$ cat src/rtl/bcd_pkg.sv
// ============================================================================
// Module : bcd_pkg
// Shared constants and state encoding for the digit-serial BCD adder.
// Rev    : 1.0
// ============================================================================
`default_nettype none

package bcd_pkg;
  localparam int BCD_W    = 4;
  localparam int BCD_MAX  = 9;
  localparam int BCD_CORR = 6;

  typedef enum logic [0:0] {
    ST_IDLE = 1'b0,
    ST_RUN  = 1'b1
  } state_e;
endpackage

`default_nettype wire

$ cat src/rtl/bcd_digit_add.sv
// ============================================================================
// Module : bcd_digit_add
// Combinational single-digit decimal adder with carry in/out.
// Rev    : 1.0
// ============================================================================
`default_nettype none

module bcd_digit_add
  import bcd_pkg::*;
(
  input  logic [BCD_W-1:0] x,
  input  logic [BCD_W-1:0] y,
  input  logic             ci,
  output logic [BCD_W-1:0] s,
  output logic             co
);

  logic [BCD_W:0] w_t;

  always_comb begin
    w_t = {1'b0, x} + {1'b0, y} + {{BCD_W{1'b0}}, ci};
    co  = (w_t > (BCD_W+1)'(BCD_MAX));
    // Correction is applied modulo 16, so it holds for non-BCD digits too.
    s   = co ? (w_t[BCD_W-1:0] + BCD_W'(BCD_CORR)) : w_t[BCD_W-1:0];
  end

endmodule

`default_nettype wire

$ cat src/rtl/bcd_serial_add_ctrl.sv
// ============================================================================
// Module : bcd_serial_add_ctrl
// Digit-serial packed-BCD adder sequencer driving one shared digit adder.
// Rev    : 1.0
// ============================================================================
`default_nettype none

module bcd_serial_add_ctrl
  import bcd_pkg::*;
#(
  parameter int DIGITS = 4
) (
  input  logic                    clk,
  input  logic                    rst,
  input  logic                    start,
  input  logic [BCD_W*DIGITS-1:0] a,
  input  logic [BCD_W*DIGITS-1:0] b,
  input  logic                    cin,
  output logic                    busy,
  output logic                    done,
  output logic [BCD_W*DIGITS-1:0] sum,
  output logic                    cout,
  output logic                    err
);

  localparam int            W    = BCD_W * DIGITS;
  localparam int            CW   = (DIGITS > 1) ? $clog2(DIGITS) : 1;
  localparam logic [CW-1:0] LAST = CW'(DIGITS - 1);

  state_e        state_q, state_d;
  logic [CW-1:0] cnt_q, cnt_d;
  logic [W-1:0]  opa_q, opa_d, opb_q, opb_d;
  logic [W-1:0]  acc_q, acc_d;
  logic [W-1:0]  sum_q, sum_d;
  logic          carry_q, carry_d;
  logic          errp_q, errp_d;
  logic          cout_q, cout_d;
  logic          err_q, err_d;
  logic          done_q, done_d;

  logic [BCD_W-1:0] w_s;
  logic             w_co;
  logic             w_in_bad;
  logic [W-1:0]     w_acc_shift;

  bcd_digit_add u_add (
    .x  (opa_q[BCD_W-1:0]),
    .y  (opb_q[BCD_W-1:0]),
    .ci (carry_q),
    .s  (w_s),
    .co (w_co)
  );

  always_comb begin
    w_in_bad = 1'b0;
    for (int i = 0; i < DIGITS; i++) begin
      if (a[BCD_W*i +: BCD_W] > BCD_W'(BCD_MAX)) w_in_bad = 1'b1;
      if (b[BCD_W*i +: BCD_W] > BCD_W'(BCD_MAX)) w_in_bad = 1'b1;
    end
  end

  // New digit enters at the top; after DIGITS shifts digit 0 sits at the bottom.
  assign w_acc_shift = (acc_q >> BCD_W) | (W'(w_s) << (W - BCD_W));

  always_comb begin
    state_d = state_q;
    cnt_d   = cnt_q;
    opa_d   = opa_q;
    opb_d   = opb_q;
    acc_d   = acc_q;
    sum_d   = sum_q;
    carry_d = carry_q;
    errp_d  = errp_q;
    cout_d  = cout_q;
    err_d   = err_q;
    done_d  = 1'b0;
    case (state_q)
      ST_IDLE: begin
        if (start) begin
          state_d = ST_RUN;
          cnt_d   = '0;
          opa_d   = a;
          opb_d   = b;
          carry_d = cin;
          acc_d   = '0;
          errp_d  = w_in_bad;
        end
      end
      ST_RUN: begin
        opa_d   = opa_q >> BCD_W;
        opb_d   = opb_q >> BCD_W;
        carry_d = w_co;
        acc_d   = w_acc_shift;
        if (cnt_q == LAST) begin
          state_d = ST_IDLE;
          cnt_d   = '0;
          sum_d   = w_acc_shift;
          cout_d  = w_co;
          err_d   = errp_q;
          done_d  = 1'b1;
        end else begin
          cnt_d = cnt_q + CW'(1);
        end
      end
      default: state_d = ST_IDLE;
    endcase
  end

  always_ff @(posedge clk) begin
    if (rst) begin
      state_q <= ST_IDLE;
      cnt_q   <= '0;
      opa_q   <= '0;
      opb_q   <= '0;
      acc_q   <= '0;
      sum_q   <= '0;
      carry_q <= 1'b0;
      errp_q  <= 1'b0;
      cout_q  <= 1'b0;
      err_q   <= 1'b0;
      done_q  <= 1'b0;
    end else begin
      state_q <= state_d;
      cnt_q   <= cnt_d;
      opa_q   <= opa_d;
      opb_q   <= opb_d;
      acc_q   <= acc_d;
      sum_q   <= sum_d;
      carry_q <= carry_d;
      errp_q  <= errp_d;
      cout_q  <= cout_d;
      err_q   <= err_d;
      done_q  <= done_d;
    end
  end

  assign busy = (state_q == ST_RUN);
  assign done = done_q;
  assign sum  = sum_q;
  assign cout = cout_q;
  assign err  = err_q;

endmodule

`default_nettype wire

$ cat config.mk
export PLATFORM = sky130hd
export DESIGN_NAME = bcd_serial_add_ctrl
export DESIGN_NICKNAME = d
export VERILOG_FILES = /design/src/rtl/bcd_pkg.sv /design/src/rtl/bcd_digit_add.sv /design/src/rtl/bcd_serial_add_ctrl.sv
export SDC_FILE = /design/constraint.sdc
export NUM_CORES = 1
export LEC_CHECK = 0
export CAP_MARGIN = 10
export CORE_MARGIN = 2
export CORE_UTILIZATION = 51
export CTS_CLUSTER_SIZE = 24
export DETAILED_ROUTE_END_ITERATION = 7
export PLACE_DENSITY = 0.79
export SLEW_MARGIN = 20
export SYNTH_ARGS = -nofsm -noshare
export SYNTH_HDL_FRONTEND = slang
export SYNTH_SLANG_ARGS = --single-unit
$ cat constraint.sdc
create_clock -name clk -period 2.9 [get_ports clk]
set_clock_uncertainty 0.1 [all_clocks]
set_input_delay 0.725 -clock clk [delete_from_list [all_inputs] [get_ports clk]]
set_output_delay 0.725 -clock clk [all_outputs]
set_load 0.005 [all_outputs]
==> impl_metrics.py <==
metrics = {
    "timing": {
        "slew_headroom_pct": 72.3,
        "min_period_ns": 2.72,
        "rsz0062_at_grt": "false",
        "worstMarginPinSlew_ns": 0.415,
        "fin_setup_tns_ns": 0,
        "finalHoldViolations": 0,
        "setup_viol": 0,
        "maxSlewViolCount": 0,
        "post-route-period-util_pct": 93.8,
        "fin_ws_ns": 0.178,
        "fmax_mhz": 367,
    },
    "die": {
        "initial_core_util_pct": 53.0,
        "num_rows": 27,
        "core_um2": 5510,
        "ios": 56,
        "die_h_um": 79.7,
        "dieArea_um2": 6350,
        "die_w_um": 79.7,
    },
    "clock_network": {
        "postCtsSetupBuffers": 0,
        "cts_made_buffers": 9,
        "cts_root_buffer": "clkbuf_8",
        "cts_hold_buf": 0,
        "htree_levels": 3,
        "cts.sinks": 68,
        "cts_tree": "built",
        "clk_latency_ns": 0.34,
        "cts_resized": 0,
        "path_clk_slew_ns": 0.08,
        "cts_buffer_depth": 2,
    },
    "critical_path": {
        "setup.worst_path.end": "sum[13]$_SDFFE_PP0P_",
        "rrSetupSlack_ns": 0.18,
        "critical_path.max_stage_delay_ns": 0.44,
        "rr_endpoint": "sum[13]$_SDFFE_PP0P_",
        "ff2ff_path_depth": 10,
        "startpoint": "opb_q[0]$_SDFFE_PP0P_",
        "end_kind": "register",
        "crit_fanout": 5,
        "crit_path_cell_trace": "fa_1, fa_1, xor2_2, inv_1, ha_1, inv_1, o22a_2, and3_4, o21ai_2, a32o_2",
        "start_kind": "register",
        "rr_startpoint": "opb_q[0]$_SDFFE_PP0P_",
        "crit_type": "register to register",
        "arrival_ns": 2.86,
        "required_ns": 3.04,
        "slowest_stage": "fa_1",
    },
    "routing": {
        "wirelength_um": 6440,
        "drtPass1Iterations": 5,
        "post-route-drc-count": 0,
        "wl_per_cell_um": 14.2,
        "ant_nets": 0,
        "num_vias": 2501,
        "vias_per_cell": 5.52,
        "drt_iter0_drc": 146,
    },
    "logic_synthesis": {
        "ys.flop_type": "dfxtp_1",
        "avgSynthCellArea_um2": 9.01,
        "netlist_instances": 324,
        "ys_seq_elements": 68,
        "netlist_area_um2": 2920,
        "ys.warnings.count": 0,
        "synth-async-reset-ratio_pct": 0,
        "seq_area_frac_synth_pct": 46.6,
        "synth_cell_type_count": 40,
        "synth_edf_count": 0,
        "synthesis.nets": 367,
    },
    "cells_and_area": {
        "final_common_cell": "nor2_1",
        "fin_util_pct": 68.1,
        "final_cell_mix": "nor2_1 (72), dfxtp_1 (67), clkdlybuf4s50_1 (54), a21oi_1 (40), mux2i_1 (32)",
        "nets": 419,
        "syn_to_final_growth_pct": 28.4,
        "drive_gt1_share_pct": 9.97,
        "antenna_cells": 0,
    },
    "power_and_ir_drop": {
        "pwr-share-comb_pct": 13.9,
        "ir_worst_vdd_mv": 0.397,
        "p_per_area_nw_per_um2": 560,
        "p_seq_share_pct": 47.4,
        "total_power_uw": 2100,
        "power_switching_uw": 546,
        "p_leak_uw": 0.00153,
        "power_report.internal_total_uw": 1550,
        "sw_frac_of_total_pct": 26.0,
        "p_clk_share_pct": 38.7,
    },
    "outcome": {
        "status": "finished, final reports clean",
    },
    "global_route": {
        "grt_max_degree": 45,
        "grt_use_total_pct": 22.0,
        "grt_antenna_before_repair": 0,
        "grt_pass1_wl_um": 10800,
        "grt_pass1_vias": 2396,
        "grt_overflow": 0,
    },
    "min_path": {
        "hold_class": "register to register",
    },
    "placed_design": {
        "port_buffers": 55,
        "hpwlAfterDp_um": 4600,
        "globalplace.congestion": 0.853,
        "dp_slack_ns": 0.199,
    },
    "run": {
        "drv_cap": 0,
    },
}
==> stage by stage <==
stage	instance area [um^2]	hold WS, ns	cells
6_report	3750	0.345	453
5_1_grt	3750	0.381	453
4_1_cts	3750	0.352	453
3_5_place_dp	3540	0.341	437
3_3_place_gp	3540	0.342	437
2_1_floorplan	2920	0.334	324
==> state kept, by name, summed over array words and instances, names as in the netlist <==
signal and cells:
cout 1, carry_q 1, err 1, opa_q 16
sum 16, opb_q 16, errp_q 1, cnt_q 2
busy 1, done 1, acc_q 12
==> worst max-delay path: cells and delay by family, from the launching register on <==
kind	cells	cell delay (ns)
adders and majority gates	3	1.09
AOI/OAI and AO/OA	3	0.47
DFF	1	0.35
xor gates and xnor gates	1	0.25
and+or+nand+nor	1	0.20
buffers and inverters	2	0.16
==> final cells by class <==
class / instances / area [um^2]
inverter: 5 / 18.8
clock buffer: 11 / 151
multi-input combinational: 229 / 1450
sequential: 68 / 1360
fill: 466 / 1760
timing repair buffer: 63 / 618
clock inverter: 5 / 58.8
tap: 72 / 90.1
==> cells in the mapped netlist, types with 2 or more instances <==
library cell	n	share of area, %
nor2_1	72	9.3
dfxtp_1	68	47
a21oi_1	40	6.9
mux2i_1	32	11
a22o_1	14	4.2
clkbuf_1	10	1.3
nor3b_1	10	2.6
o21ai_0	9	1.5
buf_2	7	1.2
nand2_1	7	0.90
buf_1	5	0.64
ha_1	5	2.1
nand3_1	5	0.86
inv_1	3	0.39
nor2b_1	3	0.64
o21ai_1	3	0.51
a311oi_1	2	0.60
and3_4	2	0.77
fa_1	2	1.4
inv_2	2	0.26
nor3_1	2	0.34
nor4_1	2	0.43
or2_1	2	0.43
==> power groups by stage <==
| stage | Clock [uW] | Sequential [uW] | Combinational, uW |
|---|---|---|---|
| after floorplan | 0 | 1010 | 192 |
| after global placement | 0 | 1020 | 279 |
| after detailed placement | 0 | 1020 | 288 |
| after CTS | 835 | 996 | 290 |
| after global routing | 875 | 1000 | 323 |
| final | 813 | 996 | 292 |
==> metal layers <==
| metal | track usage (%) | vias to the layer above | routed length, um |
|---|---|---|---|
| li1 | - | 1241 | - |
| met1 | 24.6 | 1180 | 2830 |
| met2 | 38.7 | 73 | 3230 |
| met3 | 7.58 | 7 | 326 |
| met4 | 7.76 | 0 | 62 |
| met5 | 0 | - | 0 |
==> worst min-delay path by stage <==
stage | startpoint | endpoint | slack, ns | depth (start not counted)
CTS | sum[15]$_SDFFE_PP0P_ | sum[15]$_SDFFE_PP0P_ | 0.35 | 2
global route | sum[15]$_SDFFE_PP0P_ | sum[15]$_SDFFE_PP0P_ | 0.38 | 2
finish | sum[15]$_SDFFE_PP0P_ | sum[15]$_SDFFE_PP0P_ | 0.34 | 2
floorplan | acc_q[4]$_SDFFE_PP0P_ | sum[0]$_SDFFE_PP0P_ | 0.33 | 1
global placement | cout$_SDFFE_PP0P_ | cout$_SDFFE_PP0P_ | 0.34 | 2
detailed placement | sum[15]$_SDFFE_PP0P_ | sum[15]$_SDFFE_PP0P_ | 0.34 | 2
==> kinds of logic after synthesis <==
family / count (synthesis) / share of synthesized area, %
buf+inv: 27 / 3.77
simple gates: 110 / 17.4
flops: 68 / 46.6
xor+xnor: 1 / 0.557
mux: 32 / 11.0
compound gates: 79 / 17.1
fa+ha+maj: 7 / 3.51
No activity file was read; power rests on OpenSTA's default activity.
